<file path="src/rtl/lcd_pkg.sv">
// ---------------------------------------------------------------------------
// lcd_pkg
//   Constants and types shared by the LCD image controller and its scan-out
//   stage. It holds the frame geometry, the pixel and IRAM widths, the default
//   blanking gap and the scan state encoding.
//   It also provides a clog2 helper that never returns 0, so that counters
//   always have a legal width.
// ---------------------------------------------------------------------------
package lcd_pkg;

    localparam int LCD_IMG_W     = 8;   // pixels per line
    localparam int LCD_IMG_H     = 8;   // lines per frame
    localparam int LCD_DATA_W    = 8;   // pixel width
    localparam int LCD_ADDR_W    = 6;   // IRAM address width
    localparam int LCD_BLANK_CYC = 2;   // idle cycles after each line

    typedef enum logic [1:0] {
        ST_IDLE  = 2'd0,
        ST_RUN   = 2'd1,
        ST_BLANK = 2'd2,
        ST_DONE  = 2'd3
    } scan_state_e;

    function automatic int clog2_min1(input int n);
        return (n > 1) ? $clog2(n) : 1;
    endfunction

endpackage

</file>
<file path="src/rtl/lcd_scan_fifo.sv">
// ---------------------------------------------------------------------------
// lcd_scan_fifo
//   A two-entry pixel FIFO. The head entry is a register that drives the
//   output stream directly. The tail entry is a skid slot that is only
//   occupied while the head is stalled.
// Ports
//   clk, reset      clock, asynchronous active-low reset
//   push, push_data write one pixel (caller guarantees count < 2 or pop)
//   pop             remove the head (caller guarantees count > 0)
//   head_data       current head pixel (registered)
//   count           occupancy, 0..2
// ---------------------------------------------------------------------------
module lcd_scan_fifo
    import lcd_pkg::*;
#(
    parameter int DATA_W = LCD_DATA_W
) (
    input  logic              clk,
    input  logic              reset,
    input  logic              push,
    input  logic [DATA_W-1:0] push_data,
    input  logic              pop,
    output logic [DATA_W-1:0] head_data,
    output logic [1:0]        count
);

    logic [DATA_W-1:0] head_q, head_d;
    logic [DATA_W-1:0] tail_q, tail_d;
    logic [1:0]        count_q, count_d;

    always_comb begin
        head_d  = head_q;
        tail_d  = tail_q;
        count_d = count_q;
        case ({push, pop})
            2'b10: begin
                if (count_q == 2'd0) begin
                    head_d = push_data;
                end else begin
                    tail_d = push_data;
                end
                count_d = count_q + 2'd1;
            end
            2'b01: begin
                head_d  = tail_q;
                count_d = count_q - 2'd1;
            end
            2'b11: begin
                // Occupancy is unchanged; the new pixel lands behind whatever remains.
                if (count_q == 2'd2) begin
                    head_d = tail_q;
                    tail_d = push_data;
                end else begin
                    head_d = push_data;
                end
            end
            default: ;
        endcase
    end

    always_ff @(posedge clk or negedge reset) begin
        if (!reset) begin
            head_q  <= '0;
            tail_q  <= '0;
            count_q <= 2'd0;
        end else begin
            head_q  <= head_d;
            tail_q  <= tail_d;
            count_q <= count_d;
        end
    end

    assign head_data = head_q;
    assign count     = count_q;

endmodule

</file>
<file path="src/rtl/lcd_frame_scanout.sv">
// ---------------------------------------------------------------------------
// lcd_frame_scanout
//   Reads a finished IMG_W x IMG_H frame back from IRAM and streams it to the
//   panel over a valid/ready link. The block adds sof/eol/eof markers. After
//   every line except the last it inserts a BLANK_CYC idle gap.
// Ports
//   clk, reset            clock, asynchronous active-low reset
//   start, transpose      frame request (IDLE only), column-major scan select
//   ram_rd, ram_addr      IRAM read strobe/address (address holds when idle)
//   ram_q                 IRAM data, valid one cycle after ram_rd
//   pix_valid, pix_ready  stream handshake
//   pix_data              pixel
//   pix_sof/eol/eof       frame/line markers, qualified by pix_valid
//   busy, frame_done      frame in progress / one-cycle completion pulse
// ---------------------------------------------------------------------------
module lcd_frame_scanout
    import lcd_pkg::*;
#(
    parameter int IMG_W     = LCD_IMG_W,
    parameter int IMG_H     = LCD_IMG_H,
    parameter int DATA_W    = LCD_DATA_W,
    parameter int ADDR_W    = LCD_ADDR_W,
    parameter int BLANK_CYC = LCD_BLANK_CYC
) (
    input  logic              clk,
    input  logic              reset,
    input  logic              start,
    input  logic              transpose,
    output logic              ram_rd,
    output logic [ADDR_W-1:0] ram_addr,
    input  logic [DATA_W-1:0] ram_q,
    output logic              pix_valid,
    input  logic              pix_ready,
    output logic [DATA_W-1:0] pix_data,
    output logic              pix_sof,
    output logic              pix_eol,
    output logic              pix_eof,
    output logic              busy,
    output logic              frame_done
);

    localparam int COL_W = clog2_min1(IMG_W);
    localparam int ROW_W = clog2_min1(IMG_H);
    localparam int PIX_N = IMG_W * IMG_H;
    localparam int CNT_W = $clog2(PIX_N + 1);
    localparam int BLK_W = clog2_min1(BLANK_CYC);

    localparam logic [COL_W-1:0] COL_LAST  = COL_W'(IMG_W - 1);
    localparam logic [ROW_W-1:0] ROW_LAST  = ROW_W'(IMG_H - 1);
    localparam logic [BLK_W-1:0] BLK_LAST  = BLK_W'(BLANK_CYC - 1);
    localparam logic [CNT_W-1:0] PIX_TOTAL = CNT_W'(PIX_N);
    // A transposed scan of a non-square image would not be a permutation of IRAM.
    localparam logic             SQUARE    = (IMG_W == IMG_H);

    scan_state_e       state_q, state_d;
    logic              trans_q, trans_d;
    logic [ROW_W-1:0]  f_row_q, f_row_d;
    logic [COL_W-1:0]  f_col_q, f_col_d;
    logic [CNT_W-1:0]  f_cnt_q, f_cnt_d;
    logic [ROW_W-1:0]  o_row_q, o_row_d;
    logic [COL_W-1:0]  o_col_q, o_col_d;
    logic [ADDR_W-1:0] ram_addr_q, ram_addr_d;
    logic              in_flight_q, in_flight_d;
    logic [BLK_W-1:0]  blank_q, blank_d;

    logic [1:0]        fifo_count;
    logic [DATA_W-1:0] fifo_head;
    logic              accept;
    logic              fetch_en;
    logic [2:0]        occupancy;
    logic [ADDR_W-1:0] fetch_addr;

    lcd_scan_fifo #(.DATA_W(DATA_W)) u_fifo (
        .clk       (clk),
        .reset     (reset),
        .push      (in_flight_q),
        .push_data (ram_q),
        .pop       (accept),
        .head_data (fifo_head),
        .count     (fifo_count)
    );

    // The stream is gated by state, so pixels prefetched during BLANK stay hidden.
    assign pix_valid  = (state_q == ST_RUN) && (fifo_count != 2'd0);
    assign accept     = pix_valid && pix_ready;
    assign pix_data   = fifo_head;
    assign pix_sof    = pix_valid && (o_row_q == '0) && (o_col_q == '0);
    assign pix_eol    = pix_valid && (o_col_q == COL_LAST);
    assign pix_eof    = pix_eol && (o_row_q == ROW_LAST);
    assign busy       = (state_q != ST_IDLE);
    assign frame_done = (state_q == ST_DONE);

    // Pixels held plus the read in flight, counted after this cycle's pop.
    // Capping this at 2 means the two-entry FIFO can never overflow.
    // Counting the outgoing pixel as already gone keeps one pixel per cycle
    // flowing when the panel is always ready.
    assign occupancy = {1'b0, fifo_count} + {2'b00, in_flight_q} - {2'b00, accept};
    assign fetch_en  = ((state_q == ST_RUN) || (state_q == ST_BLANK)) && (f_cnt_q < PIX_TOTAL);
    assign ram_rd    = fetch_en && (occupancy < 3'd2);

    assign fetch_addr = trans_q ? (ADDR_W'(f_col_q) * ADDR_W'(IMG_W) + ADDR_W'(f_row_q))
                                : (ADDR_W'(f_row_q) * ADDR_W'(IMG_W) + ADDR_W'(f_col_q));
    assign ram_addr   = ram_rd ? fetch_addr : ram_addr_q;

    always_comb begin
        state_d     = state_q;
        trans_d     = trans_q;
        f_row_d     = f_row_q;
        f_col_d     = f_col_q;
        f_cnt_d     = f_cnt_q;
        o_row_d     = o_row_q;
        o_col_d     = o_col_q;
        ram_addr_d  = ram_addr_q;
        blank_d     = blank_q;
        in_flight_d = ram_rd;

        // The fetch side runs ahead of the output and walks the frame in output order.
        if (ram_rd) begin
            ram_addr_d = fetch_addr;
            f_cnt_d    = f_cnt_q + CNT_W'(1);
            if (f_col_q == COL_LAST) begin
                f_col_d = '0;
                f_row_d = f_row_q + ROW_W'(1);
            end else begin
                f_col_d = f_col_q + COL_W'(1);
            end
        end

        // The output-side position tracks only accepted beats and drives the markers.
        if (accept) begin
            if (o_col_q == COL_LAST) begin
                o_col_d = '0;
                o_row_d = o_row_q + ROW_W'(1);
            end else begin
                o_col_d = o_col_q + COL_W'(1);
            end
        end

        case (state_q)
            ST_IDLE: begin
                if (start) begin
                    state_d = ST_RUN;
                    trans_d = transpose && SQUARE;
                    f_row_d = '0;
                    f_col_d = '0;
                    f_cnt_d = '0;
                    o_row_d = '0;
                    o_col_d = '0;
                end
            end
            ST_RUN: begin
                if (accept && pix_eol) begin
                    if (pix_eof) begin
                        state_d = ST_DONE;
                    end else if (BLANK_CYC > 0) begin
                        state_d = ST_BLANK;
                        blank_d = '0;
                    end
                end
            end
            ST_BLANK: begin
                if (blank_q == BLK_LAST) begin
                    state_d = ST_RUN;
                end else begin
                    blank_d = blank_q + BLK_W'(1);
                end
            end
            default: begin
                state_d = ST_IDLE;
            end
        endcase
    end

    always_ff @(posedge clk or negedge reset) begin
        if (!reset) begin
            state_q     <= ST_IDLE;
            trans_q     <= 1'b0;
            f_row_q     <= '0;
            f_col_q     <= '0;
            f_cnt_q     <= '0;
            o_row_q     <= '0;
            o_col_q     <= '0;
            ram_addr_q  <= '0;
            in_flight_q <= 1'b0;
            blank_q     <= '0;
        end else begin
            state_q     <= state_d;
            trans_q     <= trans_d;
            f_row_q     <= f_row_d;
            f_col_q     <= f_col_d;
            f_cnt_q     <= f_cnt_d;
            o_row_q     <= o_row_d;
            o_col_q     <= o_col_d;
            ram_addr_q  <= ram_addr_d;
            in_flight_q <= in_flight_d;
            blank_q     <= blank_d;
        end
    end

endmodule

</file>
<file path="config.mk">
export PLATFORM = sky130hd
export DESIGN_NAME = lcd_frame_scanout
export DESIGN_NICKNAME = d
export VERILOG_FILES = /design/src/rtl/lcd_pkg.sv /design/src/rtl/lcd_scan_fifo.sv /design/src/rtl/lcd_frame_scanout.sv
export SDC_FILE = /design/constraint.sdc
export NUM_CORES = 1
export LEC_CHECK = 0
export BUFFER_PORTS_ARGS = -buffer_cell sky130_fd_sc_hd__buf_2
export CAP_MARGIN = 15
export CORE_AREA = 2 2 80 67
export DETAILED_ROUTE_END_ITERATION = 16
export DIE_AREA = 0 0 82 69
export PLACE_DENSITY = 0.82
export SLEW_MARGIN = 40
export SYNTH_ARGS = -nofsm -noshare
export SYNTH_HDL_FRONTEND = slang
export SYNTH_HIERARCHICAL = 1
export SYNTH_SLANG_ARGS = --single-unit
</file>
<file path="constraint.sdc">
create_clock -name clk -period 6.37 [get_ports clk]
set_input_delay 0.3185 -clock clk [delete_from_list [all_inputs] [get_ports clk]]
set_output_delay 0.3185 -clock clk [all_outputs]
set_load 0.01 [all_outputs]
</file>
==> results of run 1 <==
-- layout by cell type (no fill, tap or decap), types with 5 or more instances in the layout --
cell type / count
mux2_2: 10
a21oi_1: 16
buf_2: 32
o21ai_0: 15
xnor2_1: 6
nand3_1: 17
dfrtp_1: 48
xor2_1: 6
ha_1: 20
inv_1: 12
clkbuf_8: 5
mux2i_1: 8
nor2_1: 12
a31oi_1: 10
nand2_1: 25
-- through the flow --
stage | cell area, sq um | instances | hold slack [ps] | utilization, % | setup WS, ps
detailed placement | 2760 | 333 | 367 | 57.1 | 3330
CTS | 2840 | 340 | 37.7 | 58.8 | 2980
global route | 2840 | 340 | 76.0 | 58.8 | 2750
floorplan | 2570 | 248 | 22.9 | - | 3500
global placement | 2760 | 333 | 467 | 57.1 | 3480
finish | 2840 | 340 | 10.5 | 58.8 | 3010
-- worst max-delay path by stage --
| stage | end | cells after the start | slack, ps | start |
|---|---|---|---|---|
| 3_5_place_dp | ram_addr[2] | 11 | 3330 | state_q[1]$_DFFE_PN0P_ |
| 3_3_place_gp | ram_addr[4] | 11 | 3480 | state_q[1]$_DFFE_PN0P_ |
| 4_1_cts | ram_addr[2] | 11 | 2980 | state_q[1]$_DFFE_PN0P_ |
| 5_1_grt | ram_addr[2] | 11 | 2750 | state_q[1]$_DFFE_PN0P_ |
| 2_1_floorplan | ram_addr[1] | 12 | 3500 | state_q[1]$_DFFE_PN0P_ |
| 6_report | ram_addr[2] | 11 | 3010 | state_q[1]$_DFFE_PN0P_ |
-- metal layers --
| metal | vias up | track usage [%] | routed length, microns |
|---|---|---|---|
| li1 | 916 | - | - |
| met2 | 40 | 29.7 | 2380 |
| met1 | 898 | 27.1 | 2230 |
| met3 | 9 | 4.06 | 196 |
| met4 | 0 | 7.04 | 76 |
| met5 | - | 0 | 0 |
-- power breakdown --
part	switching, mW	internal [mW]
Clock	0.0977	0.0744
Combinational	0.303	0.238
Sequential	0.0963	0.406
-- sequential cells by signal, indices dropped and copies added (netlist names) --
register and flops:
blank_q 1, f_cnt_q 7, f_col_q 3, f_row_q 3, in_flight_q 1, o_col_q 3, o_row_q 3, ram_addr_q 6
state_q 2, trans_q 1, u_fifo/count 2, u_fifo/head_data 8, u_fifo/tail_q 8
-- cell type report --
type	count	share of cell area, %
timing repair buffer	33	5.90
multi-input combinational	176	44.4
sequential	48	42.2
clock inverter	2	0.440
tap	62	2.73
inverter	14	1.85
clock buffer	5	2.42
-- cell families after synthesis --
family          Yosys count  share of synthesized area (%)
flops                    48                           46.8
xor+xnor                 13                           4.72
simple gates             76                           14.6
mux                      19                           8.09
buf+inv                  24                           4.04
compound gates           47                           11.3
fa+ha+maj                21                           10.5
-- worst reg2reg max path: cells and delay by family, from the launching register on --
family	cells	cell delay, ps
AOI/OAI and AO/OA	2	320
xor gates and xnor gates	1	150
adders and majority gates	2	690
buffers and inverters	1	120
DFF	1	430
and+or+nand+nor	5	1060
==> metrics, run 1 <==
multi-input logic area 1260 sq um; Post-synth EDFFs 0; Slew HR 50.8%; max cap viols 0; root buffer cell clkbuf_8; H-tree depth 2; Critical Path Start Type flip-flop; antenna diode count 0; post-route ant nets 0; Starting DRT DRC Count between 200 and 250; dpl hpwl 3580 microns; starting density of the core a little over half; R2R depth 11; Pwr Density around 430 nW/um^2; Yosys cell types 41; total grt overflow 0; via/cell ratio 5.48; I/O pin count 34; CTS Buf Count 5; clock period minus worst slack 3360 ps; maximum clock rate between 200 and 300 MHz; hold buffer count at CTS 0; LEAKAGE roughly 1.4 nW; endpoints failing hold 0; syn_area_per_cell between 10 and 15 sq um; CTS tree yes; Slew Viols, Final 0; # clock sinks between 40 and 50; register area share after synthesis 46.8%; placement row count 23; DRC viols 0; Reg2Reg Capture Point f_cnt_q[5]$_DFF_PN0_; clock skew 8.17 ps; Async SR Flop Fraction 100%; largest net degree at the start of global routing 49; register area roughly 1200 sq um; vias after detailed routing 1863; register bit total from synthesis 48; Tcrit/Tclk final 52.7%; CP max FO 20; Worst Path Buf+Inv 2; first-pass GRT wire length between 8000 and 9000 microns; Setup Viol. Count Final 0; most frequent cell after synthesis dfrtp_1; CP delay by family, top adder cells; Top FF cell, synth dfrtp_1; proportion of layout cells with a drive suffix above 1 a little over a fifth; clock-pin slew on the worst setup and hold paths ~90 ps; buffer depth of the longest clock path 2; CP dominant cell by count nand2_2; R2R setup slack about 3500 ps; CORE AREA between 4000 and 5000 sq um; drt first pass iters 4; slowest CP cell fa_1; setup bufs post-CTS 0; post-CTS sizing 0; clk_lat worst skew roughly 300 ps; r2r startpoint state_q[1]$_DFFE_PN0P_; Port Buf Inserts 33; Area Growth Syn to Fin 10.7%; CP arrival roughly 3000 ps; initial antenna violation count 0; Die W roughly 80 microns; Slew @ Worst Pin approximately 740 ps; Filler Cell Count 420; RSZ-0062 raised after global routing false; Die Y-Extent a little under 70 microns; worst vdd ir 266 uV; Hold Crit Class input pin to async pin; area leader, netlist dfrtp_1; Mapped Nets 282; Yosys Warn Count 6; Routed WL 4880 microns; CP required 6050 ps; ranking of synthesized cells by area dfrtp_1 (47%), ha_1 (9.7%), mux2_2 (4.4%); routed len/inst around 14 microns; status finished clean; Worst path max stage delay ~500 ps; Synth Cell Area between 2000 and 3000 sq um; GRT Resource Usage Total 19.4%; crit path cell chain inv_1, ha_1, o21a_4, nand2_2, xnor2_1, nand2_1, fa_1, and3b_1, nand2_2, o21ai_0, buf_2; vias in the first global route ~1900; GP Congestion between 0.8 and 0.9; die area 5660 sq um; Final nets roughly 310; Synth Instances around 250; crit path capture type output port; post-synth top area share between 40% and 50%; post-route setup TNS 0 ps; critical path class flip-flop to output port; most instantiated cells after synthesis dfrtp_1 (48), nand2_1 (25), ha_1 (20), nand3_1 (17), a21oi_1 (16); Final Power ~1.2 mW
No activity file was read; power rests on OpenSTA's default activity.
==> run 2, diff against run 1 <==
==> constraint.sdc (replaced) <==
create_clock -name clk -period 3.2 [get_ports clk]
set_input_delay 0.16 -clock clk [delete_from_list [all_inputs] [get_ports clk]]
set_output_delay 0.16 -clock clk [all_outputs]
set_load 0.01 [all_outputs]
==> metrics, run 2 (synthesis results as in run 1) <==
status finished clean; largest net degree at the start of global routing 49; fin worst setup slack 172 ps; # clock sinks 48; Fin Hold WS roughly 43 ps; Tcrit/Tclk final 94.6%; first-pass GRT wire length 8470 microns; clock period minus worst slack 3030 ps; most frequent cells in the layout dfrtp_1 (48), buf_2 (32), nand2_1 (25), ha_1 (20), nand3_1 (17); vias in the first global route between 1500 and 2000; CP arrival about 2900 ps; Final nets ~320; clock-pin slew on the worst setup and hold paths 90 ps; endpoints failing hold 0; clock skew 7.90 ps; CP required around 3000 ps; routed len/inst 14.4 microns; combinational share of power around 46%; CTS Buf Count 5; Slew @ Worst Pin roughly 760 ps; starting density of the core between 50% and 60%; P_int ~1.6 mW; die area between 5000 and 6000 sq um; buffer depth of the longest clock path 2; DRC viols 0; GRT Resource Usage Total approximately a fifth; Reg power frac a little under two fifths; worst vdd ir between 400 and 500 uV; Psw around 1.0 mW; CP max FO 20; drt first pass iters 5; most common cell after layout, fill and taps aside dfrtp_1; Slew Viols, Final 0; vias after detailed routing ~1900; Slew HR a little under 50%; proportion of layout cells with a drive suffix above 1 roughly a quarter; Filler Cell Count between 400 and 500; total grt overflow 0; Die Y-Extent 69 microns; Hold Crit Class input pin to flip-flop; Setup Viol. Count Final 0; switching share of power 40.1%; GP Congestion 0.792; initial antenna violation count 0; crit path capture type output port; Area Growth Syn to Fin 13.5%; via/cell ratio between 5 and 6; post-route ant nets 0; I/O pin count 34; Critical Path Start Type flip-flop; clock share of power between 15 and 20%; LEAKAGE 1.42 nW; Pwr Density about 900 nW/um^2; H-tree depth 2; Starting DRT DRC Count roughly 110; Routed WL 4960 microns; clk_lat worst skew 310 ps; antenna diode count 0; RSZ-0062 raised after global routing true; CTS tree yes; Port Buf Inserts 33; CORE AREA 4830 sq um; Die W 82 microns; max cap viols 0; R2R setup slack around 400 ps; critical path class flip-flop to output port; root buffer cell clkbuf_8; maximum clock rate 330 MHz; placement row count 23; dpl hpwl about 3600 microns; pre-CTS WS between 300 and 400 ps
==> run 2: cell types whose count changed in the layout (fill, tap and decap cells not counted) <==
cell	previous run	this run
and3b_1	2	1
and3b_2	0	1
buf_4	1	4
bufinv_16	0	1
dlygate4sd3_1	0	1
nand2_2	2	1
nand2_4	0	1
o21ai_0	15	9
o21ai_1	0	5
o21ai_2	1	2
==> run 2: final cells by class <==
class | count | area [sq um] | area share, %
multi-input cells | 176 | 1270 | 43.7
flip-flops and latches | 48 | 1200 | 41.2
repair buffers | 37 | 200 | 6.86
well taps | 62 | 77.6 | 2.66
clock buffers | 5 | 68.8 | 2.36
inverters | 14 | 52.6 | 1.80
clock inverters | 3 | 42.5 | 1.46
==> run 2: routing by layer <==
metal  GRT usage (%)  vias to the layer above  wire (microns)
met5               0                        -               0
met4            7.78                        0              88
met3            3.27                        7             158
met2            30.0                       32            2350
met1            26.0                      895            2360
li1                -                      927               -
==> run 2: timing repair <==
item,in CTS,in global routing
pin swaps,0,1
gates resized for setup,2,7
endpoints found under the setup margin,2,7
buffers inserted,0,1
hold endpoints to repair,48,0
hold buffers,1,0
==> run 2: through the flow <==
step           power, mW  TNS (ps)  std cells  area [sq um]  util, %
3_5_place_dp        2.13         0        335          2780     57.5
5_1_grt             2.81     -97.9        345          2920     60.3
2_1_floorplan       1.82         0        248          2570        -
6_report            2.61         0        345          2920     60.3
4_1_cts             2.58         0        344          2900     60.0
3_3_place_gp        2.07         0        335          2780     57.4
==> run 2: path summary, 6_finish.rpt <==
kind / cells past startpoint / end / startpoint
max: 11 / ram_addr[2] / state_q[1]$_DFFE_PN0P_
min: 3 / trans_q$_DFFE_PN0P_ / transpose
max reg2reg: 11 / f_cnt_q[5]$_DFF_PN0_ / state_q[1]$_DFFE_PN0P_
min reg2reg: 2 / ram_addr_q[0]$_DFF_PN0_ / ram_addr_q[0]$_DFF_PN0_
max in group asynchronous: 2 / state_q[1]$_DFFE_PN0P_ / reset
min in group asynchronous: 2 / ram_addr_q[1]$_DFF_PN0_ / reset
==> run 2: power by group through the flow <==
stage          clock network [mW]  registers, mW  logic [mW]
4_1_cts                     0.450          0.955        1.17
2_1_floorplan                   0          0.968       0.855
3_3_place_gp                    0          0.958        1.11
6_report                    0.441          0.956        1.21
5_1_grt                     0.478          0.984        1.35
3_5_place_dp                    0          0.966        1.17
==> run 2: worst max-delay path, cell delays in order, from the launching register on <==
cell     delay (ps)
dfrtp_1         430
inv_1           130
ha_1            190
o21a_4          180
nand2_2         110
xnor2_1         150
nand2_1          80
fa_1            440
xnor2_2         280
nand2_4         190
o21ai_1         220
buf_2           160
==> run 3, diff against run 2 <==
--- a/config.mk
+++ b/config.mk
@@ -8,9 +8,10 @@
 export BUFFER_PORTS_ARGS = -buffer_cell sky130_fd_sc_hd__buf_2
 export CAP_MARGIN = 15
 export CORE_AREA = 2 2 80 67
+export CTS_CLUSTER_SIZE = 14
 export DETAILED_ROUTE_END_ITERATION = 16
 export DIE_AREA = 0 0 82 69
-export PLACE_DENSITY = 0.82
+export PLACE_DENSITY_LB_ADDON = 0.08
 export SLEW_MARGIN = 40
 export SYNTH_ARGS = -nofsm -noshare
 export SYNTH_HDL_FRONTEND = slang
==> metrics, run 3 (synthesis results as in run 1) <==
status finished clean; post-route setup TNS 0 ps; RSZ-0062 raised after global routing true; Fin Hold WS between 50 and 60 ps; CP delay by family, top adder cells; critical path class flip-flop to output port; maximum clock rate about 330 MHz; CORE AREA about 4800 sq um; H-tree depth 2; CP arrival 2840 ps; clock-pin slew on the worst setup and hold paths approximately 80 ps; GRT Resource Usage Total 18.7%; crit path cell chain inv_1, ha_1, o21a_4, nand2_2, xnor2_1, nand2_1, fa_1, xnor2_2, nand2_4, o21ai_1, buf_2; post-route ant nets 0; clock period minus worst slack roughly 3000 ps; die area around 5700 sq um; vias in the first global route 1855; Port Buf Inserts 33; most frequent cells in the layout dfrtp_1 (48), buf_2 (32), nand2_1 (25), ha_1 (20), nand3_1 (17); worst vdd ir between 300 and 400 uV; pre-CTS WS 355 ps; largest net degree at the start of global routing 49; proportion of layout cells with a drive suffix above 1 a little under a quarter; dpl hpwl approximately 3300 microns; placement row count 23; Final Power about 2.5 mW; # clock sinks 48; Critical Path Start Type flip-flop; Slew Viols, Final 0; routed len/inst around 14 microns; LEAKAGE between 1 and 1.5 nW; total grt overflow 0; Finished Cell Area a little under 3000 sq um; first-pass GRT wire length 8370 microns; initial antenna violation count 0; clock skew around 4.5 ps; vias after detailed routing 1827; Slew @ Worst Pin slightly below 600 ps; crit path capture type output port; Final nets approximately 320; Area after DPL approximately 2800 sq um; Slew HR 60.8%; most common cell after layout, fill and taps aside dfrtp_1; max cap viols 0; via/cell ratio approximately 5.3; Routed WL between 4000 and 5000 microns; antenna diode count 0; Placed Instances between 300 and 400; starting density of the core 53.1%; drt first pass iters 4; Area Growth Syn to Fin 12.1%; Filler Cell Count roughly 420; GP Congestion between 0.7 and 0.8; Hold Crit Class input pin to flip-flop; CP max FO 20; I/O pin count 34; clk_lat worst skew 290 ps; slowest CP cell fa_1; Starting DRT DRC Count 50; Setup Viol. Count Final 0; DRC viols 0; Tcrit/Tclk final about 94%; CTS tree yes; CP required 3040 ps; Die W about 82 microns; Pwr Density between 800 and 900 nW/um^2; root buffer cell clkbuf_8; buffer depth of the longest clock path 2; R2R setup slack ~400 ps; fin worst setup slack roughly 200 ps; Worst path max stage delay 440 ps; Worst Path Buf+Inv 2; Die Y-Extent about 69 microns; fin cells between 300 and 400; CTS Buf Count 5; endpoints failing hold 0; final core occ approximately three fifths
==> run 3: changes by cell type in the layout (fill, tap and decap cells not counted), sizes merged <==
cell / change
clkbuf: +1
clkinvlp: -1
bufinv: -1
==> run 3: path summary, 6_finish.rpt <==
| kind | startpoint | depth (start not counted) | end |
|---|---|---|---|
| max | state_q[1]$_DFFE_PN0P_ | 11 | ram_addr[1] |
| min reg2reg | ram_addr_q[3]$_DFF_PN0_ | 2 | ram_addr_q[3]$_DFF_PN0_ |
| min in group asynchronous | reset | 2 | ram_addr_q[2]$_DFF_PN0_ |
| min | transpose | 3 | trans_q$_DFFE_PN0P_ |
| max in group asynchronous | reset | 2 | o_col_q[0]$_DFF_PN0_ |
| max reg2reg | state_q[1]$_DFFE_PN0P_ | 11 | f_cnt_q[5]$_DFF_PN0_ |
==> run 3: routing by layer <==
layer  GRT usage (%)  part of all wire [%]
met5               0                     0
met1            26.4                    49
met3            4.19                   3.2
met2            29.1                    47
met4            5.00                  0.36
==> run 3: final cells by class <==
type	count	area, sq um	area share (%)
clock inverter	1	5.00	0.174
tap	62	77.6	2.69
clock buffer	6	72.6	2.52
multi-input combinational	176	1270	44.1
inverter	14	52.6	1.82
timing repair buffer	37	200	6.95
sequential	48	1200	41.7
==> run 3: worst min-delay path: stages <==
cell and delay, ps:
buf_2 70, nand2_1 40, nand2_1 40
==> run 3: power breakdown <==
| group | switching, mW | internal, mW |
|---|---|---|
| combinational | 0.667 | 0.517 |
| clock | 0.186 | 0.149 |
| sequential | 0.143 | 0.810 |
| total | 0.996 | 1.47 |
==> run 3: timing repair <==
item | 4_1_cts | 5_1_grt
endpoints found under the setup margin | 0 | 7
buffers inserted | 0 | 1
hold endpoints to repair | 48 | 0
hold buffers | 1 | 0
gates resized for setup | 0 | 8
